$ cat src/rtl/nes_port_shifter.sv
// nes_port_shifter: NES/SNES console-port serializer on the latch/pulse/data protocol.
// Optional autofire on masked buttons when NES_PORT_TURBO_EN is defined.
module nes_port_shifter #(
  parameter int   BITS         = 8,
  parameter int   SYNC_STAGES  = 2,
  parameter logic FILL_BIT     = 1'b0,
  parameter int   TURBO_FRAMES = 2
) (
  input  logic            clk_in,
  input  logic            reset_in,
  input  logic [BITS-1:0] buttons_in,
  input  logic            latch_in,
  input  logic            pulse_in,
  input  logic [BITS-1:0] turbo_mask_in,
  output logic            data_out,
  output logic            shifting_out,
  output logic            frame_done_out
);

  localparam int CW = (BITS > 1) ? $clog2(BITS) : 1;

  typedef enum logic [1:0] {
    IDLE,
    LOAD,
    SHIFT,
    DONE
  } state_t;

  state_t state, state_d;

  logic [SYNC_STAGES-1:0] latch_sync, pulse_sync;
  logic                   latch_q, pulse_q;
  logic                   latch_hi, latch_fall, pulse_rise;
  logic [BITS-1:0]        sr, sr_d, load_word;
  logic [CW-1:0]          cnt, cnt_d;
  logic                   done_d, done_q;

  always_ff @(posedge clk_in or negedge reset_in) begin
    if (!reset_in) begin
      latch_sync <= '0;
      pulse_sync <= '0;
      latch_q    <= 1'b0;
      pulse_q    <= 1'b0;
    end else begin
      latch_sync <= {latch_sync[SYNC_STAGES-2:0], latch_in};
      pulse_sync <= {pulse_sync[SYNC_STAGES-2:0], pulse_in};
      latch_q    <= latch_sync[SYNC_STAGES-1];
      pulse_q    <= pulse_sync[SYNC_STAGES-1];
    end
  end

  assign latch_hi   = latch_sync[SYNC_STAGES-1];
  assign latch_fall = ~latch_hi & latch_q;
  assign pulse_rise = pulse_sync[SYNC_STAGES-1] & ~pulse_q;

`ifdef NES_PORT_TURBO_EN
  localparam int TW = $clog2(TURBO_FRAMES + 1);

  logic [TW-1:0] tcnt;
  logic          phase;

  always_ff @(posedge clk_in or negedge reset_in) begin
    if (!reset_in) begin
      tcnt  <= '0;
      phase <= 1'b0;
    end else if (latch_fall) begin
      if (tcnt == TW'(TURBO_FRAMES - 1)) begin
        tcnt  <= '0;
        phase <= ~phase;
      end else begin
        tcnt <= tcnt + 1'b1;
      end
    end
  end

  // Active-low word: OR-ing the mask forces autofire buttons to released.
  assign load_word = phase ? (buttons_in | turbo_mask_in) : buttons_in;
`else
  logic unused_turbo;
  assign unused_turbo = ^turbo_mask_in;
  assign load_word    = buttons_in;
`endif

  always_ff @(posedge clk_in or negedge reset_in) begin
    if (!reset_in) begin
      state  <= IDLE;
      sr     <= '1;
      cnt    <= '0;
      done_q <= 1'b0;
    end else begin
      state  <= state_d;
      sr     <= sr_d;
      cnt    <= cnt_d;
      done_q <= done_d;
    end
  end

  // Latch overrides everything, including a pulse edge in the same cycle.
  always_comb begin
    state_d = state;
    sr_d    = sr;
    cnt_d   = cnt;
    done_d  = 1'b0;
    if (latch_hi) begin
      state_d = LOAD;
      sr_d    = load_word;
      cnt_d   = '0;
    end else begin
      unique case (state)
        LOAD: begin
          if (latch_fall) begin
            state_d = SHIFT;
            cnt_d   = '0;
          end
        end
        SHIFT: begin
          if (pulse_rise) begin
            sr_d  = {FILL_BIT, sr[BITS-1:1]};
            cnt_d = cnt + 1'b1;
            if (cnt == CW'(BITS - 1)) begin
              state_d = DONE;
              done_d  = 1'b1;
            end
          end
        end
        default: ;
      endcase
    end
  end

  assign data_out       = sr[0];
  assign shifting_out   = (state == SHIFT);
  assign frame_done_out = done_q;

endmodule

$ cat config.mk
export PLATFORM = sky130hd
export DESIGN_NAME = nes_port_shifter
export DESIGN_NICKNAME = d
export VERILOG_FILES = /design/src/rtl/nes_port_shifter.sv
export SDC_FILE = /design/constraint.sdc
export NUM_CORES = 1
export LEC_CHECK = 0
export CAP_MARGIN = 20
export CELL_PAD_IN_SITES_DETAIL_PLACEMENT = 2
export CELL_PAD_IN_SITES_GLOBAL_PLACEMENT = 2
export CORE_ASPECT_RATIO = 1.25
export CORE_UTILIZATION = 32
export CTS_CLUSTER_SIZE = 40
export DETAILED_ROUTE_END_ITERATION = 8
export GPL_ROUTABILITY_DRIVEN = 0
export PLACE_DENSITY = 0.87
export SYNTH_ARGS = -nofsm -noshare
export SYNTH_HDL_FRONTEND = slang
export SYNTH_SLANG_ARGS = --single-unit
$ cat constraint.sdc
create_clock -name clk_in -period 2.4 [get_ports clk_in]
set_input_delay 0.6 -clock clk_in [delete_from_list [all_inputs] [get_ports clk_in]]
set_output_delay 0.6 -clock clk_in [all_outputs]
set_load 0.02 [all_outputs]
==> results of run 1 <==
cells in the final DEF (no fill, tap or decap), types with 2 or more instances in the layout:
| master | n |
|---|---|
| mux2i_1 | 7 |
| clkbuf_4 | 3 |
| nor2_1 | 2 |
| clkdlybuf4s50_1 | 14 |
| nand2_1 | 9 |
| o21ai_1 | 5 |
| a22o_2 | 2 |
| dfrtp_1 | 12 |
| ha_1 | 2 |
| dfstp_2 | 8 |
| o21ai_0 | 3 |
cells in the mapped netlist (2+ instances only):
library cell / count / share of area [%]
dfrtp_1: 12 / 36
nand2_1: 9 / 4.1
dfstp_2: 8 / 26
mux2i_1: 7 / 8.5
o21ai_1: 5 / 3.0
o21ai_0: 3 / 1.8
a22o_2: 2 / 2.4
buf_6: 2 / 2.7
ha_1: 2 / 3.0
nor2_1: 2 / 0.91
layout make-up:
cell class / count / area, um2
Clock buffer: 3 / 22.52
Clock inverter: 1 / 3.754
Fill cell: 255 / 1415
Inverter: 1 / 3.754
Multi-Input combinational cell: 38 / 282.8
Sequential cell: 20 / 510.5
Tap cell: 33 / 41.29
Timing Repair Buffer: 15 / 147.6
kinds of logic after synthesis:
group / count (synthesis) / share of synthesized area, %
fa+ha+maj: 2 / 3.039
compound gates: 13 / 11.09
buf+inv: 4 / 3.646
simple gates: 15 / 10.34
flops: 20 / 62.01
mux: 8 / 9.879
sequential cells by signal, summed over array words and instances (netlist names):
register,cells
sr,8
state,2
pulse_sync,2
latch_q,1
latch_sync,2
pulse_q,1
cnt,3
frame_done_out,1
report_power, final:
part / switching, mW / internal (mW) / leakage (nW) / total, mW
logic: 0.0276 / 0.0359 / 0.163 / 0.0634
registers: 0.0180 / 0.367 / 0.233 / 0.385
clock network: 0.0946 / 0.0604 / 0.0154 / 0.155
total: 0.140 / 0.463 / 0.411 / 0.603
metal layers:
| layer | wire length, um | track usage, % |
|---|---|---|
| met1 | 689 | 19.52 |
| met2 | 805 | 22.11 |
| met3 | 37 | 2.761 |
| met4 | 22 | 6.122 |
| met5 | 0 | 0 |
how the worst min path moves through the flow:
stage	startpoint	to	depth (start not counted)
2_1_floorplan	reset_in	cnt[0]$_DFFE_PN0P_	0
3_3_place_gp	pulse_sync[0]$_DFF_PN0_	pulse_sync[1]$_DFF_PN0_	0
3_5_place_dp	latch_sync[0]$_DFF_PN0_	latch_sync[1]$_DFF_PN0_	0
4_1_cts	latch_sync[0]$_DFF_PN0_	latch_sync[1]$_DFF_PN0_	0
5_1_grt	latch_sync[0]$_DFF_PN0_	latch_sync[1]$_DFF_PN0_	0
6_report	latch_sync[0]$_DFF_PN0_	latch_sync[1]$_DFF_PN0_	0
through the flow:
stage	instances	utilization, %	setup slack, ns	area [um2]
floorplan	62	-	1.090	823.3
global placement	107	40.62	0.6647	985.9
detailed placement	107	40.62	0.6453	985.9
CTS	111	41.70	0.3074	1012
global route	111	41.70	0.2254	1012
finish	111	41.70	0.3298	1012
worst max-delay path: cells and delay by family (launching register included):
family,cells,cell delay (ns)
buffers and inverters,2,0.69
DFF,1,0.39
and+or+nand+nor,1,0.11
==> impl_summary.txt, run 1 <==
----------------------------------------------------
[Worst setup path]
  Launch instance of the worst register-to-register path ... state[0]$_DFFE_PN0P_
  Crit path cell chain ... inv_1 > nor2_1 > clkdlybuf4s50_1
  Critical path's slowest cell ... clkdlybuf4s50_1
  Critical R2R Capture ... cnt[0]$_DFFE_PN0P_
  Critical Path Fanout Max ... 3
  Worst setup path start ... state[1]$_DFFE_PN0P_
  Critical path launch point type ... flop
  Setup slack, reg-to-reg ... 0.98 ns
  Worst endpoint required time ... approximately 1.8 ns
  Capturing element of the worst setup path ... shifting_out
  Critical Path AT ... 1.47 ns
  Critical path capture point type ... output port
  Number of cells on the worst reg-to-reg path ... 3
  Critical path start-end classification ... reg -> out
  Biggest cell delay along the critical path ... 0.61 ns

[Timing]
  Total negative setup slack ... 0 ns
  Min Clock Period, post-route ... slightly above 2 ns
  Slew Limit Fails ... 0
  Worst slew margin relative to its limit ... 53.78%
  Maximum frequency from static timing analysis ... 483.0 MHz
  Unrepaired setup endpoints after global routing ... false
  Maximum clock skew at final layout ... 0.003843 ns
  Worst-Margin Slew ... between 0.6 and 0.7 ns
  Final clock period utilization by the worst path ... 86.26%
  Final setup viols ... 0
  Final hold violations ... 0
  Final Hold Slack ... about 0.37 ns

[CTS]
  TritonCTS clock tree ... yes
  Clock-pin slew on the worst setup and hold paths ... 0.11 ns
  Maximum number of buffers from clock root to sink ... 2
  CTS Sinks ... 20
  TritonCTS buffer count ... 3
  Number of gates given a new drive strength after cts ... 0
  Clk Latency, worst-skew pair ... 0.29 ns
  Buffer type at the clock tree root ... clkbuf_4
  Post-CTS Hold Buffers ... 0
  H-tree depth ... 1
  Number of buffers inserted to repair setup after CTS ... 0

[Power and ir drop]
  Total power ... 0.6034 mW
  Worst-case vdd ir drop ... between 300 and 400 uV
  Leakage power ... 0.4114 nW
  Power density of the placed cells ... just under 600 nW/um2

[Yosys]
  Sequential element share of the synthesized area ... between 60% and 70%
  Library cells used by synthesis ... 20
  Cell area after synthesis ... a little over 800 um2
  Post-synth net total ... 84
  Synth Warn # ... 0
  Most instantiated flip-flop cell in the synthesis netlist ... dfrtp_1
  Total of flip-flops plus latches after synthesis ... 20
  EDFF count, synth ... 0
  Async set or reset register ratio after synthesis ... 100.0%
  Per-instance average area after synthesis ... around 13 um2
  Post-synthesis instance total ... between 60 and 70

[Global routing]
  Global-route wire length before repair ... approximately 2.8 mm
  Gr ovfl total ... 0
  Maximum number of pins on one net before global-route repair ... 22
  Number of global-route vias before repair ... 589
  Total track usage ... ~14%
  Initial antenna violation count ... 0

[Die]
  Starting Density ... 33.92%
  Core area ... 2427 um2
  DIE HEIGHT ... roughly 59 um
  Row Count ... 20
  Top Ports ... 23
  Area enclosed by the die boundary ... 2781 um2
  Width of the chip ... ~47 um

[Min path]
  Class of the tightest hold or removal check ... reg -> reg

[Final layout]
  Fraction of final layout cells with drive strength greater than 1 ... 25.64%
  Synthesis-to-finish area growth ... 22.95%
  Number of antenna diodes ... 0
  Post-layout nets ... 101

[Placed design]
  Port bufs ... 14
  Post-DP HPWL ... 1.164 mm

[Run status]
  Result of the run ... completed

[Drt]
  Routed wire length ... 1.555 mm
  DRC violations left ... 0
  Detail-routed net length per standard cell ... ~14 um
  Initial drt markers ... 5
  Vias ... 514
  Vias per inst ... 4.631
  Final antenna-violating net count ... 0
  Number of optimization iterations in the first detailed-route pass ... 2

[Flow run]
  Number of maximum-capacitance constraint violations ... 0

----------------------------------------------------
No activity file was read; power rests on OpenSTA's default activity.
==> inputs of run 2 (changes only) <==
- CORE_UTILIZATION: 32 -> 34
- CTS_BUF_LIST: default -> sky130_fd_sc_hd__clkbuf_8
- PLACE_DENSITY: 0.87 -> 0.91
==> run 2 against run 1 <==
  * Die area fell by 5.7%
  * Combinational power is essentially flat
  * Worst hold slack lost 0.0089 ns
  * Global-route usage is 1.5 points higher
  * Non-clock buffer count unchanged
  * Routed wire length grew 3.7%
  * Highest routed layer unchanged
  * Clock power increased by 42%
  * Sequential share of layout area down 0.80 points
  * Design area up 1.6%
  * Total power increased by 11%
  * Via count up 3.7%
==> impl_summary.txt, run 2 (same netlist as run 1, synthesis figures left out) <==
----------------------------------------------------
[Global routing]
  Gr ovfl total ... 0
  Total track usage ... 15.97%
  Number of global-route vias before repair ... 590
  Maximum number of pins on one net before global-route repair ... 22
  Global-route wire length before repair ... 2.884 mm
  Initial antenna violation count ... 0

[Timing]
  Maximum frequency from static timing analysis ... 489.2 MHz
  Unrepaired setup endpoints after global routing ... false
  Min Clock Period, post-route ... 2.044 ns
  Final hold violations ... 0
  Worst-Margin Slew ... 0.6759 ns
  Total negative setup slack ... 0 ns
  Final setup viols ... 0
  Final clock period utilization by the worst path ... ~85%
  Maximum clock skew at final layout ... 0.001290 ns
  Worst slew margin relative to its limit ... between 50% and 60%
  Slew Limit Fails ... 0

[Die]
  DIE HEIGHT ... 57.02 um
  Top Ports ... 23
  Row Count ... 19
  Starting Density ... a little under two fifths
  Area enclosed by the die boundary ... 2624 um2
  Width of the chip ... 46.02 um
  Core area ... between 2000 and 2500 um2

[Worst setup path]
  Crit path cell chain ... inv_1 > nor2_1 > clkdlybuf4s50_1
  Worst setup path start ... state[1]$_DFFE_PN0P_
  Critical path capture point type ... output port
  Biggest cell delay along the critical path ... 0.60 ns
  Critical Path AT ... 1.44 ns
  Critical path start-end classification ... reg -> out
  Launch instance of the worst register-to-register path ... state[0]$_DFFE_PN0P_
  Critical path's slowest cell ... clkdlybuf4s50_1
  Critical Path Fanout Max ... 3
  Worst endpoint required time ... 1.80 ns
  Critical path launch point type ... flop

[CTS]
  TritonCTS clock tree ... yes
  TritonCTS buffer count ... 3
  Clk Latency, worst-skew pair ... 0.26 ns
  Clock-pin slew on the worst setup and hold paths ... about 0.07 ns
  Number of buffers inserted to repair setup after CTS ... 0
  Maximum number of buffers from clock root to sink ... 2
  Post-CTS Hold Buffers ... 0
  H-tree depth ... 1
  Buffer type at the clock tree root ... clkbuf_8
  CTS Sinks ... 20
  Number of gates given a new drive strength after cts ... 0

[Final layout]
  Synthesis-to-finish area growth ... 24.92%
  Top register by number of flip-flops ... sr
  Post-layout nets ... slightly above 100
  Design Area, Final ... 1028 um2
  Fraction of final layout cells with drive strength greater than 1 ... about a quarter
  Number of antenna diodes ... 0
  Highest-count cells in the layout ignoring fill and taps ... 14 x clkdlybuf4s50_1, 12 x dfrtp_1, 9 x nand2_1
  Final cell count without fillers ... 109
  FILL cells ... roughly 250
  Leading cell type in the layout, fill and taps excluded ... clkdlybuf4s50_1
  Max FFs per register ... 8
  Top Registers ... sr (8), cnt (3)

[Placed design]
  Instance count after placement with tap cells included ... about 110
  Instance area after placement ... 983.4 um2
  Port bufs ... 14
  Post-DP HPWL ... 1.144 mm

[Drt]
  Number of optimization iterations in the first detailed-route pass ... 2
  Routed wire length ... 1.612 mm
  Vias ... 533
  DRC violations left ... 0
  Final antenna-violating net count ... 0
  Detail-routed net length per standard cell ... 14.79 um
  Initial drt markers ... 1
  Vias per inst ... 4.890

[Power and ir drop]
  Leakage power ... 0.4230 nW
  Worst-case vdd ir drop ... approximately 370 uV
  Power density of the placed cells ... 650.9 nW/um2

[Flow run]
  Number of maximum-capacitance constraint violations ... 0

[Min path]
  Min-delay src ... latch_sync[0]$_DFF_PN0_
  Class of the tightest hold or removal check ... reg -> reg

[Run status]
  Result of the run ... completed

----------------------------------------------------
run 2: cell types whose count changed in the layout (fill, tap and decap cells not counted), sizes merged:
cell / previous run / this run
inv: 1 / 2
clkinv: 1 / 0
run 2: worst paths after layout:
path                       slack (ns)  depth (start not counted)                      end
setup reg to reg                 0.98                          3       cnt[0]$_DFFE_PN0P_
max in group asynchronous        1.46                          2        sr[7]$_DFFE_PN1P_
setup / recovery                 0.36                          3             shifting_out
min in group asynchronous        0.67                          2  pulse_sync[1]$_DFF_PN0_
hold reg to reg                  0.36                          0  latch_sync[1]$_DFF_PN0_
hold / removal                   0.36                          0  latch_sync[1]$_DFF_PN0_
run 2: cell type report:
type / count / area [um2] / share of cell area [%]
Sequential cell: 20 / 510.5 / 49.63
Multi-Input combinational cell: 38 / 282.8 / 27.49
Timing Repair Buffer: 15 / 147.6 / 14.36
Clock buffer: 3 / 41.29 / 4.015
Tap cell: 31 / 38.79 / 3.771
Clock inverter: 1 / 3.754 / 0.3650
Inverter: 1 / 3.754 / 0.3650
run 2: power by group:
group          switching (mW)  total (mW)  internal (mW)  leakage, nW
registers              0.0185       0.386          0.367        0.233
clock network           0.106       0.220          0.114       0.0269
logic                  0.0276      0.0635         0.0359        0.163
run 2: metrics by stage:
stage	util, %	power, mW	setup slack, ns	hold WS, ns
floorplan	-	0.4167	1.090	0.3044
global placement	44.01	0.4495	0.6572	0.3335
detailed placement	44.01	0.4565	0.6253	0.3380
CTS	46.02	0.6812	0.3372	0.3649
global route	46.02	0.7004	0.2917	0.3832
finish	46.02	0.6694	0.3559	0.3615
run 2: per-layer routing:
metal / global-route usage, % / wire length (um)
met2: 23.74 / 870
met4: 11.34 / 60
met5: 0 / 0
met1: 21.01 / 643
met3: 1.899 / 37
run 2: worst max-delay path: cells and delay by family, from the launching register on:
family	cells	cell delay, ns
DFF	1	0.38
buffers and inverters	2	0.69
and+or+nand+nor	1	0.11
==> inputs of run 3 (changes only) <==
- CORE_ASPECT_RATIO: 1.25 -> 0.8
==> run 3 against run 2 <==
  * First-iteration DRC count rose to 9.0 times the previous value
  * Clock skew about the same
  * Core utilization up 0.077 points
  * Routed wire length up 2.2%
  * Count of clock-buffer cells in the layout unchanged
  * Global-route usage down 0.80 points
  * The run now ends with DRC left
  * Clock power down 2%
  * Sequential power about the same
  * Cell count down 5.5%
  * Design area down 0.73%
  * Via count up 0.56%
  * Critical path type unchanged
==> impl_summary.txt, run 3 (same netlist as run 1, synthesis figures left out) <==
----------------------------------------------------
[Die]
  DIE HEIGHT ... 46.02 um
  Starting Density ... 37.18%
  Area enclosed by the die boundary ... 2624 um2
  Row Count ... 15
  Top Ports ... 23
  Width of the chip ... 57.02 um
  Core area ... 2215 um2

[Power and ir drop]
  Leakage power ... 0.4230 nW
  Power density of the placed cells ... 653.0 nW/um2
  Worst-case vdd ir drop ... 447.6 uV

[Worst setup path]
  Number of cells on the worst reg-to-reg path ... 3
  Critical path capture point type ... output port
  Critical R2R Capture ... cnt[0]$_DFFE_PN0P_
  Launch instance of the worst register-to-register path ... state[0]$_DFFE_PN0P_
  Critical Path Fanout Max ... 3
  Worst endpoint required time ... 1.80 ns
  Critical Path AT ... 1.46 ns
  Critical path start-end classification ... reg -> out
  Critical path launch point type ... flop
  Setup slack, reg-to-reg ... roughly 0.95 ns

[CTS]
  TritonCTS clock tree ... yes
  Number of gates given a new drive strength after cts ... 0
  Clk Latency, worst-skew pair ... 0.25 ns
  CTS Sinks ... 20
  Post-CTS Hold Buffers ... 0
  Number of buffers inserted to repair setup after CTS ... 0
  Clock-pin slew on the worst setup and hold paths ... 0.07 ns
  Maximum number of buffers from clock root to sink ... 2
  H-tree depth ... 1
  Buffer type at the clock tree root ... clkbuf_8
  TritonCTS buffer count ... 3

[Global routing]
  Global-route wire length before repair ... 2.711 mm
  Initial antenna violation count ... 0
  Met3 usage ... 5.398%
  Busiest grt layer ... met2
  Maximum number of pins on one net before global-route repair ... 22
  Number of global-route vias before repair ... between 500 and 600
  Total track usage ... 15.17%
  Met2 capacity usage during global routing ... 26.12%
  Gr ovfl total ... 0
  Met1 demand-to-capacity share in global routing ... 16.67%

[Timing]
  Maximum clock skew at final layout ... 0.0009408 ns
  Final clock period utilization by the worst path ... 85.69%
  Unrepaired setup endpoints after global routing ... false
  Slew Limit Fails ... 0
  Min Clock Period, post-route ... 2.057 ns
  Final setup viols ... 0
  Worst slew margin relative to its limit ... 55.70%
  Crit path setup slack, layout ... about 0.34 ns
  Final Hold Slack ... 0.3566 ns
  Worst-Margin Slew ... 0.6645 ns
  Maximum frequency from static timing analysis ... 486.2 MHz
  Total negative setup slack ... 0 ns
  Final hold violations ... 0

[Final layout]
  Fraction of final layout cells with drive strength greater than 1 ... 25.64%
  Leading cell type in the layout, fill and taps excluded ... clkdlybuf4s50_1
  Max FFs per register ... 8
  Synthesis-to-finish area growth ... 24.01%
  Highest-count cells in the layout ignoring fill and taps ... 14 x clkdlybuf4s50_1, 12 x dfrtp_1, 9 x nand2_1
  Top register by number of flip-flops ... sr
  Top Registers ... sr (8), cnt (3)
  Share of the core filled with cells ... roughly 46%
  Number of antenna diodes ... 0
  Post-layout nets ... 101

[Drt]
  Final antenna-violating net count ... 0
  Vias ... between 500 and 600
  Routed wire length ... 1.647 mm
  Initial drt markers ... 9
  Number of optimization iterations in the first detailed-route pass ... 6
  Detail-routed net length per standard cell ... 15.99 um
  Vias per inst ... 5.204
  DRC violations left ... 2

[Placed design]
  Post-DP HPWL ... 1.232 mm
  Port bufs ... 14
  Worst slack at placement ... 0.6205 ns

[Min path]
  Min-delay src ... latch_sync[0]$_DFF_PN0_
  Destination of the worst hold path ... latch_sync[1]$_DFF_PN0_
  Hold Path Depth ... 0
  Class of the tightest hold or removal check ... reg -> reg

[Flow run]
  Number of maximum-capacitance constraint violations ... 0

[Run status]
  Result of the run ... complete, but fails checks
  Violated checks ... DRC

----------------------------------------------------
-- run 3: cell counts in the layout (fill, tap and decap cells not counted) --
No cell type changed its count.
-- run 3: power breakdown --
| group | total (mW) | switching, mW | internal (mW) |
|---|---|---|---|
| combinational | 0.0642 | 0.0284 | 0.0358 |
| sequential | 0.387 | 0.0192 | 0.367 |
| clock | 0.216 | 0.102 | 0.114 |
-- run 3: area by class of cell --
class	count	area, um2
timing repair buffer	15	147.6
inverter	1	3.754
multi-input combinational	38	282.8
fill	220	1194
clock buffer	3	41.29
sequential	20	510.5
clock inverter	1	3.754
tap	25	31.28
-- run 3: worst max path at each step --
stage                     slack (ns)  depth (start not counted)            startpoint            to
after CTS                       0.31                          3  state[1]$_DFFE_PN0P_  shifting_out
final                           0.34                          3  state[1]$_DFFE_PN0P_  shifting_out
after detailed placement        0.62                          3  state[1]$_DFFE_PN0P_  shifting_out
after global routing            0.25                          3  state[1]$_DFFE_PN0P_  shifting_out
after global placement          0.67                          3  state[1]$_DFFE_PN0P_  shifting_out
after floorplan                 1.09                          2  state[1]$_DFFE_PN0P_  shifting_out
-- run 3: per-layer routing --
metal / vias up / wire length [um]
li1: 246 / -
met1: 271 / 682
met2: 15 / 852
met3: 4 / 73
met4: 0 / 39
met5: - / 0
-- run 3: stage by stage --
stage	total power, mW	instance area, um2	std cells
after floorplan	0.4167	823.3	62
after global placement	0.4490	975.9	99
after detailed placement	0.4578	975.9	99
after CTS	0.6793	1021	103
after global routing	0.7009	1021	103
final	0.6667	1021	103
-- run 3: critical path: stages, from the launching register on --
cell and delay [ns]:
dfrtp_1 0.38, inv_1 0.10, nor2_1 0.11, clkdlybuf4s50_1 0.61
